===== config.mk =====
export PLATFORM = sky130hd
export DESIGN_NAME = layer_arbiter
export DESIGN_NICKNAME = d
export VERILOG_FILES = /design/src/rtl/layer_arbiter.sv
export SDC_FILE = /design/constraint.sdc
export NUM_CORES = 1
export LEC_CHECK = 0
export CAP_MARGIN = 25
export CORE_UTILIZATION = 33
export DETAILED_ROUTE_END_ITERATION = 7
export GPL_TIMING_DRIVEN = 0
export PLACE_DENSITY = 0.68
export SYNTH_ARGS = -nofsm -noshare
export SYNTH_HDL_FRONTEND = slang
export SYNTH_SLANG_ARGS = --single-unit

===== constraint.sdc =====
create_clock -name clk -period 2.5 [get_ports clk]
set_input_delay 0.5 -clock clk [delete_from_list [all_inputs] [get_ports clk]]
set_output_delay 0.5 -clock clk [all_outputs]
set_load 0.01 [all_outputs]

===== src/rtl/layer_arbiter.sv =====
// Round-robin arbiter that shares the RGB display output between three pixel layers.
// Grants are held for a minimum of HOLD_CYCLES, and the granted source's colour is registered onto red/green/blue.
module layer_arbiter #(
    parameter int unsigned  HOLD_CYCLES = 4,
    parameter logic [23:0]  BG_COLOR    = 24'h000000
) (
    input  logic       clk,
    input  logic       rst,
    input  logic       RqFLag0,
    input  logic       RqFLag1,
    input  logic       RqFLag2,
    input  logic [7:0] r0,
    input  logic [7:0] g0,
    input  logic [7:0] b0,
    input  logic [7:0] r1,
    input  logic [7:0] g1,
    input  logic [7:0] b1,
    input  logic [7:0] r2,
    input  logic [7:0] g2,
    input  logic [7:0] b2,
    output logic [2:0] gnt,
    output logic       busy,
    output logic [7:0] red,
    output logic [7:0] green,
    output logic [7:0] blue
);

    generate
        if (HOLD_CYCLES == 0 || HOLD_CYCLES > 255) begin : g_bad_hold
            $error("layer_arbiter: HOLD_CYCLES must be in 1..255");
        end
    endgenerate

    localparam logic [7:0] HOLD_LAST = 8'(HOLD_CYCLES - 1);

    typedef enum logic [1:0] {IDLE, LOCK, OPEN} state_t;

    state_t     state, state_n;
    logic [7:0] cnt, cnt_n;
    logic [1:0] last, last_n;
    logic [2:0] gnt_n;
    logic [2:0] req;
    logic [1:0] pick;
    logic       decide;
    logic       do_grant;

    assign req = {RqFLag2, RqFLag1, RqFLag0};

    // Search order last+1, last+2, last: the current owner is always tried last.
    always_comb begin
        pick = last;
        case (last)
            2'd0:    pick = req[1] ? 2'd1 : (req[2] ? 2'd2 : 2'd0);
            2'd1:    pick = req[2] ? 2'd2 : (req[0] ? 2'd0 : 2'd1);
            default: pick = req[0] ? 2'd0 : (req[1] ? 2'd1 : 2'd2);
        endcase
    end

    // The last LOCK cycle applies the OPEN rules at the same edge, so a grant spans exactly HOLD_CYCLES before it can move.
    assign decide = (state == OPEN) || ((state == LOCK) && (cnt == HOLD_LAST));

    always_comb begin
        state_n  = state;
        cnt_n    = cnt;
        last_n   = last;
        gnt_n    = gnt;
        do_grant = 1'b0;

        case (state)
            IDLE:    do_grant = |req;
            LOCK:    if (cnt != HOLD_LAST) cnt_n = cnt + 8'd1;
            default: ;
        endcase

        if (decide) begin
            if (req == 3'b000) begin
                state_n = IDLE;
                gnt_n   = '0;
            end else if (req == gnt) begin
                state_n = OPEN;
            end else begin
                do_grant = 1'b1;
            end
        end

        if (do_grant) begin
            gnt_n   = 3'b001 << pick;
            last_n  = pick;
            cnt_n   = '0;
            state_n = LOCK;
        end
    end

    always_ff @(posedge clk) begin
        if (rst) begin
            state <= IDLE;
            cnt   <= '0;
            last  <= 2'd2;
            gnt   <= '0;
            busy  <= 1'b0;
        end else begin
            state <= state_n;
            cnt   <= cnt_n;
            last  <= last_n;
            gnt   <= gnt_n;
            busy  <= |gnt_n;
        end
    end

    // Colour follows the registered grant, one cycle behind it.
    always_ff @(posedge clk) begin
        if (rst) begin
            {red, green, blue} <= BG_COLOR;
        end else begin
            case (gnt)
                3'b001:  {red, green, blue} <= {r0, g0, b0};
                3'b010:  {red, green, blue} <= {r1, g1, b1};
                3'b100:  {red, green, blue} <= {r2, g2, b2};
                default: {red, green, blue} <= BG_COLOR;
            endcase
        end
    end

endmodule


# [Word level (Yosys, flattened, before mapping)]
# Index checks and enable logic that the tools add are counted.
# Widths: inputs -> output; s select.
[word_totals] wordCells=55 input_bits=77 out_inout_bits=28 regBits=40
[classes] muxes=21 shift=1 n_eq_ne=9 add_sub_neg=1 reduce_logical=14
[ops] cell="$pmux 8 s3" count=3
[ops] cell="$mux 2" count=7
[ops] cell="$mux 3" count=3
[ops] cell="$add 8x1->8 const B" count=1
[ops] cell="$eq 8x2->1 const B" count=1
[ops] cell="$ne 8x2->1 const B" count=1
[ops] cell="$mux 1" count=7
[ops] cell="$reduce_and 2->1" count=3
[ops] cell="$reduce_or 3->1" count=2
[ops] cell="$eq 2x1->1 const B" count=2
[ops] cell="$logic_not 2->1" count=2
[ops] cell="$pmux 2 s2" count=1
[ops] cell="$reduce_bool 2->1" count=2
[ops] cell="$eq 3x1->1 const B" count=1
[ops] cell="$eq 3x2->1 const B" count=1
[ops] cell="$eq 3x3->1" count=1
[ops] cell="$eq 3x3->1 const B" count=1
[ops] cell="$logic_not 3->1" count=1
[ops] cell="$reduce_bool 3->1" count=1
[ops] cell="$shl 1x2->3 const A" count=1
[ops] cell="$eq 2x2->1 const B" count=1
[ops] cell="$reduce_or 2->1" count=1
[ops] cell="$logic_and 1x1->1" count=1
[ops] cell="$logic_or 1x1->1" count=1

# [Logic depth before layout (Yosys ltp)]
# Gate-level depths: netlist of the first run.
[depth] word_depth=7 depth_mapped=8 ltp_nobuf=7

# [Worst setup path before layout of the first run]
# OpenSTA, ideal clock, no wires.
[synth_path] path_kind="input to register" from="input RqFLag1" to="register gnt[2]" stages=8 arrival_ns=1.803 path_slack_ns=0.565 setup_ns=0.132 n_path_buf=2 t_required_ns=2.368 path_cell_list="buf_6 or3_4 buf_6 nand2_1 or3b_1 o311ai_1 o21bai_1 a21oi_1"
[synth_via] elab_chain_cells=6 word_cells_on_any_way=15 classes_between="1 x eq/ne; 1 x shift; 11 x mux; 2 x reduce/logical"
[synth_lines] element="from (decl)" line="10" source="input logic RqFLag1,"
[synth_lines] element="$reduce_or 3->1" line="70" source="IDLE: do_grant = |req;"
[synth_lines] element="$mux 1" line="69" source="case (state)"
[synth_lines] element="$mux 1" line="79" source="end else if (req == gnt) begin"
[synth_lines] element="$mux 1" line="76" source="if (req == 3'b000) begin"
[synth_lines] element="$mux 1" line="75" source="if (decide) begin"
[synth_lines] element="$mux 3 *" line="86" source="if (do_grant) begin"
[synth_lines] element="to (signal assigned)" line="105" source="gnt <= gnt_n;"
[synth_lines] element="to (decl)" line="21" source="output logic [2:0] gnt,"
# Mark *: on every way between the ends. The rest lies on a longest branch, timed or not.
# A chain may end at the register's enable or synchronous reset.

# [Worst setup path in the final report of the first run]
[layout_path] from="register cnt[0]" to="register busy"
[layout_via] elab_chain_cells=6 word_cells_on_any_way=7 classes_between="1 x eq/ne; 3 x mux; 3 x reduce/logical"
[layout_lines] element="from (decl)" line="39" source="logic [7:0] cnt, cnt_n;"
[layout_lines] element="from (signal assigned)" line="103" source="cnt <= cnt_n;"
[layout_lines] element="$eq 8x2->1 *" line="60" source="assign decide = (state == OPEN) || ((state == LOCK) && (cnt == HOLD_LAST));"
[layout_lines] element="$logic_and 1x1->1 *" line="60"
[layout_lines] element="$logic_or 1x1->1 *" line="60"
[layout_lines] element="$mux 3 / $mux 1 (equally long branches)" line="75"
[layout_lines] element="$mux 3 *" line="86"
[layout_lines] element="$reduce_or 3->1 *" line="106" source="busy <= |gnt_n;"
[layout_lines] element="to (signal assigned)" line="106"
[layout_lines] element="to (decl)" line="22" source="output logic busy,"
# Marked as above.

==> results of run 1 <==
-- power by group --
part	switching (mW)	internal [mW]	total [mW]
logic	0.257	0.281	0.537
registers	0.0243	0.678	0.703
clock network	0.238	0.296	0.533
total	0.519	1.25	1.77
-- cells in the mapped netlist (3+ instances only) --
| master | instances | area, µm² |
|---|---|---|
| nor2_1 | 62 | 233 |
| dfxtp_1 | 40 | 801 |
| a21oi_1 | 33 | 165 |
| a22oi_1 | 24 | 180 |
| clkbuf_1 | 14 | 52.6 |
| o21ai_0 | 12 | 60.1 |
| nand2_1 | 11 | 41.3 |
| xor2_1 | 6 | 52.6 |
| inv_1 | 4 | 15.0 |
| nand3_1 | 4 | 20.0 |
| a211oi_1 | 3 | 22.5 |
| buf_4 | 3 | 22.5 |
| nand4_1 | 3 | 18.8 |
| nor2b_1 | 3 | 18.8 |
| nor3_1 | 3 | 15.0 |
| nor4_1 | 3 | 18.8 |
-- metrics by stage --
| step | cells | cell area [µm²] | utilization | setup slack (ns) |
|---|---|---|---|---|
| finish | 450 | 3290 | 0.550 | 0.335 |
| global route | 450 | 3290 | 0.550 | 0.101 |
| CTS | 450 | 3290 | 0.550 | 0.355 |
| detailed placement | 442 | 3180 | 0.531 | 0.0443 |
| global placement | 442 | 3180 | 0.531 | 0.0491 |
| floorplan | 265 | 2070 | - | 0.565 |
-- kinds of logic (layout without fill, tap and decap cells) --
| kind of cell | count (synthesis) | count (layout) | share of synthesized area |
|---|---|---|---|
| adder cells (fa/ha/maj) | 1 | 1 | 0.00605 |
| XOR/XNOR | 8 | 8 | 0.0375 |
| flip-flops | 40 | 40 | 0.387 |
| buffers and inverters | 25 | 135 | 0.0593 |
| AND/OR/NAND/NOR | 103 | 103 | 0.230 |
| multiplexers | 1 | 1 | 0.00484 |
| AO/OA/AOI/OAI | 87 | 87 | 0.275 |
-- routing by layer --
layer | GRT usage | vias up | part of all wire
met4 | 0.0786 | 0 | 0.023
met1 | 0.210 | 1004 | 0.41
met5 | 0 | - | 0
met2 | 0.313 | 83 | 0.47
met3 | 0.0798 | 11 | 0.095
li1 | - | 1154 | -
-- cell type report --
| cell class | instances | area (µm²) | area share |
|---|---|---|---|
| flip-flops and latches | 40 | 801 | 0.243 |
| repair buffers | 102 | 1020 | 0.310 |
| multi-input cells | 200 | 1140 | 0.347 |
| clock inverters | 3 | 42.5 | 0.0129 |
| clock buffers | 5 | 68.8 | 0.0209 |
| inverters | 4 | 15.0 | 0.00456 |
| plain buffers | 21 | 108 | 0.0327 |
| well taps | 75 | 93.8 | 0.0285 |
-- sequential cells by signal, summed over array words and instances, names as in the netlist --
name / count
busy: 1
last: 2
gnt: 3
green: 8
cnt: 8
blue: 8
state: 2
red: 8
-- worst max-delay path: stages (launching register included) --
cell and delay, ns:
dfxtp_1 0.41, ha_1 0.24, nor4b_1 0.41, nand2_1 0.21, o31ai_1 0.28, nand2_1 0.08
a2bb2oi_1 0.23, a41oi_1 0.16
-- worst paths after layout --
kind                            slack, ns                start             endpoint
worst min-delay path                 0.54  cnt[7]$_SDFFE_PP0P_  cnt[7]$_SDFFE_PP0P_
worst max register to register       0.33  cnt[0]$_SDFFE_PP0P_      busy$_SDFF_PP0_
worst min register to register       0.54  cnt[7]$_SDFFE_PP0P_  cnt[7]$_SDFFE_PP0P_
worst max-delay path                 0.33  cnt[0]$_SDFFE_PP0P_      busy$_SDFF_PP0_
==> impl_results.md, run 1 <==
- Status: finished clean
- Worst Tran Pin Value: 0.581 ns
- Min Hold Slack: 0.539 ns
- Fmax: 462 MHz
- Total congestion overflow: 0
- Setup TNS: 0 ns
- CTS Root Cell: clkbuf_8
- Slew HR: 0.612
- Core area: 5990 µm²
- Number of enable flip-flop cells after synthesis: 0
- Area grow syn2layout: 59.3%
- Wire length per cell: 13.0 µm
- Initial antenna violation count: 0
- Ys Warns: 0
- Max VDD drop: 271 µV
- Largest net degree at the start of global routing: 14
- Average cell area after synthesis: 7.80 µm²
- Power per Cell Area: 539 nW/µm²
- CTS resizes: 0
- Syn Std Cell Area: 2070 µm²
- Asr flop ratio synth: 0
- IO buf count: 102
- Initial core utilization: 0.345
- Clock slew at reported path FFs: 0.08 ns
- CTS H-tree depth: 2
- Worst EP required: 2.65 ns
- Pwr Total: 1.77 mW
- Gpl congestion: 0.819
- Fin. Hold Viols: 0
- CP max FO: 5
- Hold depth: 2
- Site row count: 28
- Sequential area share after synthesis: 0.387
- Most frequent cells in the layout: clkdlybuf4s50_1 (102), nor2_1 (62), dfxtp_1 (40)
- Yosys cell types: 48
- Most common cell after layout, fill and taps aside: clkdlybuf4s50_1
- Crit path kind: reg -> reg
- Number of fill cells in the layout: 576
- Hpwl dp: 4550 µm
- Fin. max-slew vios: 0
- CTS tree: done
- Die footprint: 6580 µm²
- Ant. Diodes: 0
- Final wirelength: 5830 µm
- Setup crit end kind: flip-flop
- RSZ-0062 raised after global routing: false
- Share of cells above drive strength 1: 0.0560
- Pleak: 1.19 nW
- Clk buf depth: 2
- Routed Antenna Nets: 0
- Die X: 81.1 µm
- CTS Buf Count: 5
- Cts hold-fix bufs: 0
- HP Class: reg -> reg
- CTS Sinks: 40
- Syn_nets: 343
- Vias: 2252
- Postcts setup bufs: 0
- Vias in the first global route: 2137
- Mapped Cells: 265
- Via density: 5.00
- GRT Total Usage: 0.188
- # Max-Cap Violations: 0
- Fin nets: 452
- Leading register cell type out of synthesis: dfxtp_1
- Crit path DAT: 2.32 ns
- DRC marker count from the first detailed-route iteration: 54
- Tmin final: 2.17 ns
- Clock Latency Late Sink: 0.29 ns
- Setup Skew: 0.00423 ns
- Final Cycle Share: 0.866
- Path depth of the worst reg2reg path: 7
- #FFs+latches synth: 40
- IO Pins: 105
- Setup violators final: 0
- Die height: 81.1 µm
- Worst setup SP type: flip-flop
- DR pass1 iterations: 7
- Global-route wire length before repair: 9470 µm
- DRC: 0
Note: power is estimated with default switching activity, not from simulation.
==> inputs of run 2 (changes only) <==
CORE_UTILIZATION = 40   (was 33)
PLACE_DENSITY = 0.8   (was 0.68)
==> run 2 against run 1 <==
Net effect: worst setup slack better by 0.00059 ns; power is 4.9% lower; sequential cell count stayed put; die area is 17% lower; non-clock buffer count stayed put; clock power is 17% lower; fmax hardly changed; sequential power hardly changed; cell count is 1.8% lower; count of clock-buffer cells in the layout is 1 higher; cell area is 0.87% lower; global-route usage is 4.5 points higher.
==> impl_results.md, run 2 (synthesized netlist as in run 1, its figures left out) <==
- CP bufs+invs: 2
- Vias: 2231
- Ant. Diodes: 0
- Worst Tran Pin Value: 0.677 ns
- Die footprint: 5460 µm²
- Hold depth: 2
- Critical Path, Cell by Cell: clkdlybuf4s50_1, or3_4, buf_6, nand2_1, or3b_1, o311ai_1, o21bai_1, a21oi_1
- Fin nets: 452
- CTS Buf Count: 5
- Fin. Hold Viols: 0
- Pint: 1.18 mW
- # Max-Cap Violations: 0
- Sw Share: 0.301
- Crit path kind: in -> reg
- DRC: 0
- Hpwl dp: 4580 µm
- Highest metal layer with signal wires: met4
- Fmax: 462 MHz
- DR WL met2: 2800 µm
- Worst setup SP type: input pin
- Hold path endpoint: cnt[5]$_SDFFE_PP0P_
- Combinational share of power: 0.319
- Postcts setup bufs: 0
- Reg-to-Reg End: busy$_SDFF_PP0_
- HP Class: reg -> reg
- M1 WL: 2410 µm
- Cts hold-fix bufs: 0
- Fin. max-slew vios: 0
- IO Pins: 105
- Clock Latency Late Sink: 0.30 ns
- Crit path max-delay family: simple AND/OR/NAND/NOR gates
- Max VDD drop: 332 µV
- DR pass1 iterations: 4
- Setup TNS: 0 ns
- Power per Cell Area: 517 nW/µm²
- Via density: 5.05
- Global-route wire length before repair: 9570 µm
- Status: finished clean
- Setup crit end kind: flip-flop
- CTS resizes: 0
- Final wirelength: 5890 µm
- Most frequent cells in the layout: clkdlybuf4s50_1 (102), nor2_1 (62), dfxtp_1 (40)
- Die height: 73.9 µm
- CP max FO: 7
- Multi-input logic area: 1140 µm²
- Most common cell after layout, fill and taps aside: clkdlybuf4s50_1
- Sequential Power Share: 0.417
- Path depth of the worst reg2reg path: 7
- Gpl congestion: 0.809
- CP peak stage delay: 0.52 ns
- HP Start: cnt[5]$_SDFFE_PP0P_
- Core area: 4850 µm²
- R2R Path Start: cnt[0]$_SDFFE_PP0P_
- DP Area: 3170 µm²
- Area grow syn2layout: 57.9%
- Largest net degree at the start of global routing: 13
- Clock slew at reported path FFs: 0.07 ns
- Sw Pwr: 507 µW
- DRC marker count from the first detailed-route iteration: 112
- Setup Skew: 0.00527 ns
- Initial core utilization: 0.426
- Slowest stage cell, crit path: clkdlybuf4s50_1
- GRT Total Usage: 0.233
- Slew HR: 0.548
- Initial antenna violation count: 0
- R2r setup slk: 0.36 ns
- Routed wl met3: 538 µm
- CTS Sinks: 40
- Final Cycle Share: 0.866
- Crit path DAT: 2.33 ns
- CTS Root Cell: clkbuf_8
- Cell area after layout: 3260 µm²
- Pleak: 1.19 nW
- Die X: 73.9 µm
- Worst EP required: 2.67 ns
- Total congestion overflow: 0
- Register area: 801 µm²
- Share of cells above drive strength 1: 0.0560
- Wire length per cell: 13.3 µm
- CTS H-tree depth: 2
- Number of fill cells in the layout: 414
- Vias in the first global route: 2142
- Tmin final: 2.16 ns
- Setup violators final: 0
- Clk buf depth: 2
- Routed Antenna Nets: 0
- CTS tree: done
- Clock network fraction of total power: 0.264
- Site row count: 25
- Min Hold Slack: 0.550 ns
- IO buf count: 102
- RSZ-0062 raised after global routing: false
run 2: worst max path at each step:
| stage | startpoint | end | slack, ns | cells after the start |
|---|---|---|---|---|
| 2_1_floorplan | RqFLag1 | gnt[2]$_SDFF_PP0_ | 0.56 | 8 |
| 3_3_place_gp | RqFLag0 | gnt[2]$_SDFF_PP0_ | 0.06 | 8 |
| 3_5_place_dp | RqFLag0 | gnt[2]$_SDFF_PP0_ | 0.04 | 8 |
| 4_1_cts | RqFLag0 | gnt[2]$_SDFF_PP0_ | 0.35 | 8 |
| 5_1_grt | cnt[0]$_SDFFE_PP0P_ | cnt[4]$_SDFFE_PP0P_ | 0.08 | 6 |
| 6_report | RqFLag0 | gnt[2]$_SDFF_PP0_ | 0.34 | 8 |
run 2: cell type report:
cell class / instances / area share
Tap cell: 67 / 0.0257
Clock inverter: 2 / 0.00307
Sequential cell: 40 / 0.245
Clock buffer: 6 / 0.0253
Buffer: 21 / 0.0330
Inverter: 4 / 0.00460
Multi-Input combinational cell: 200 / 0.350
Timing Repair Buffer: 102 / 0.313
run 2: tightest hold or removal path: stages, from the launching register on:
cell and delay (ns):
dfxtp_1 0.37, xor2_1 0.08, nor2_1 0.07
run 2: layer usage:
metal  global-route usage  vias up
met5                    0        -
met4               0.0876        0
met3               0.0947       11
met2                0.382       82
met1                0.272      984
li1                     -     1154
run 2: power by group through the flow:
stage	Combinational [mW]	Clock, mW	Sequential, mW
2_1_floorplan	0.275	0	0.730
3_3_place_gp	0.532	0	0.716
3_5_place_dp	0.538	0	0.718
4_1_cts	0.541	0.457	0.703
5_1_grt	0.596	0.486	0.709
6_report	0.538	0.445	0.703
run 2: stage by stage:
stage / power [mW] / worst slack (ns) / utilization / cells
floorplan: 1.01 / 0.565 / - / 265
global placement: 1.25 / 0.0579 / 0.654 / 434
detailed placement: 1.26 / 0.0356 / 0.654 / 434
CTS: 1.70 / 0.345 / 0.673 / 442
global route: 1.79 / 0.0771 / 0.673 / 442
finish: 1.69 / 0.335 / 0.673 / 442
==> inputs of run 3 (changes only) <==
CORE_MARGIN = 2   (was default)
==> run 3 against run 2 <==
Net effect: wire length fell by 0.73%; power rose by 0.12%; sequential share of layout area barely moved; sequential power barely moved; non-clock buffer count did not move; worst setup slack improved by 0.018 ns; largest cell class unchanged; highest routed layer unchanged.
==> impl_results.md, run 3 (synthesized netlist as in run 1, its figures left out) <==
- Status: finished clean
- Clock slew at reported path FFs: 0.08 ns
- Max VDD drop: 355 µV
- IO Pins: 105
- Ant. Diodes: 0
- Crit-path most repeated cell: nand2_1
- Postcts setup bufs: 0
- CTS Buf Count: 5
- Fin. max-slew vios: 0
- Share of cells above drive strength 1: 0.0560
- Pleak: 1.19 nW
- Crit path max-delay family: simple AND/OR/NAND/NOR gates
- Multi-input logic area: 1140 µm²
- Setup Skew: 0.00708 ns
- Initial antenna violation count: 0
- CP max FO: 5
- Routed Antenna Nets: 0
- CTS tree: done
- Final Cycle Share: 0.859
- Vias in the first global route: 2122
- Worst EP required: 2.65 ns
- Clk buf depth: 2
- Clock Latency Late Sink: 0.29 ns
- Fmax: 466 MHz
- Fin. Hold Viols: 0
- Site row count: 26
- Final wirelength: 5850 µm
- Die X: 75.9 µm
- GRT Total Usage: 0.218
- DR pass1 iterations: 5
- Die height: 75.9 µm
- Setup TNS: 0 ns
- Most common cell after layout, fill and taps aside: clkdlybuf4s50_1
- Die footprint: 5760 µm²
- Number of fill cells in the layout: 437
- Hpwl dp: 4510 µm
- Slew HR: 0.596
- DRC: 0
- Total congestion overflow: 0
- Crit path kind: reg -> reg
- IO buf count: 102
- Wire length per cell: 13.1 µm
- Via density: 5.09
- Global-route wire length before repair: 9510 µm
- HP Class: reg -> reg
- Vias: 2267
- Slowest stage cell, crit path: nor4b_1
- Worst Tran Pin Value: 0.605 ns
- Fin nets: 452
- CP peak stage delay: 0.43 ns
- CTS H-tree depth: 2
- # Max-Cap Violations: 0
- Crit path DAT: 2.30 ns
- Setup crit end kind: flip-flop
- Tmin final: 2.15 ns
- Largest net degree at the start of global routing: 13
- Gpl congestion: 0.778
- Core area: 5040 µm²
- Power per Cell Area: 517 nW/µm²
- Cts hold-fix bufs: 0
- Register area: 801 µm²
- Most frequent cells in the layout: clkdlybuf4s50_1 (102), nor2_1 (62), dfxtp_1 (40)
- CTS Root Cell: clkbuf_8
- Setup violators final: 0
- Initial core utilization: 0.410
- DRC marker count from the first detailed-route iteration: 138
- Area grow syn2layout: 58.1%
- Worst setup SP type: flip-flop
- Critical Path, Cell by Cell: ha_1, nor4b_1, nand2_1, o31ai_1, nand2_1, a2bb2oi_1, a41oi_1
- CTS resizes: 0
- RSZ-0062 raised after global routing: false
- Fin util: 0.648
- Pwr Total: 1.69 mW
- CTS Sinks: 40
- CP bufs+invs: 0
[run 3: cell counts in the layout (fill, tap and decap cells not counted)]
Identical to the previous run, type by type.
[run 3: worst register-to-register path, stage by stage (launching register included)]
cell       delay [ns]
dfxtp_1          0.41
ha_1             0.24
nor4b_1          0.43
nand2_1          0.21
o31ai_1          0.27
nand2_1          0.08
a2bb2oi_1        0.22
a41oi_1          0.15
[run 3: metal layers]
metal  vias to the layer above  global-route usage  wire length, µm
met1                      1015               0.265             2320
met5                         -                   0                0
li1                       1154                   -                -
met4                         0              0.0838              123
met3                        11              0.0860              512
met2                        87               0.345             2900
[run 3: final cells by class]
class,count,area share
timing repair buffer,102,0.312
tap,70,0.0268
clock buffer,6,0.0253
clock inverter,2,0.00306
sequential,40,0.245
inverter,4,0.00459
buffer,21,0.0329
multi-input combinational,200,0.350
[run 3: power by group]
part / total (mW) / switching [mW] / internal (mW)
logic: 0.541 / 0.260 / 0.281
registers: 0.704 / 0.0253 / 0.679
clock network: 0.444 / 0.224 / 0.220
[run 3: final timing paths]
check / from / endpoint / slack (ns) / depth (start not counted)
setup / recovery: cnt[0]$_SDFFE_PP0P_ / busy$_SDFF_PP0_ / 0.35 / 7
hold / removal: cnt[7]$_SDFFE_PP0P_ / cnt[7]$_SDFFE_PP0P_ / 0.53 / 2
setup reg to reg: cnt[0]$_SDFFE_PP0P_ / busy$_SDFF_PP0_ / 0.35 / 7
hold reg to reg: cnt[7]$_SDFFE_PP0P_ / cnt[7]$_SDFFE_PP0P_ / 0.53 / 2
[run 3: through the flow]
stage,std cells,area (µm²),setup slack [ns],hold slack (ns)
after detailed placement,437,3180,0.0726,0.515
final,445,3270,0.353,0.532
after CTS,445,3270,0.351,0.534
after floorplan,265,2070,0.565,0.480
after global placement,437,3180,0.0592,0.502
after global routing,445,3270,0.0729,0.564
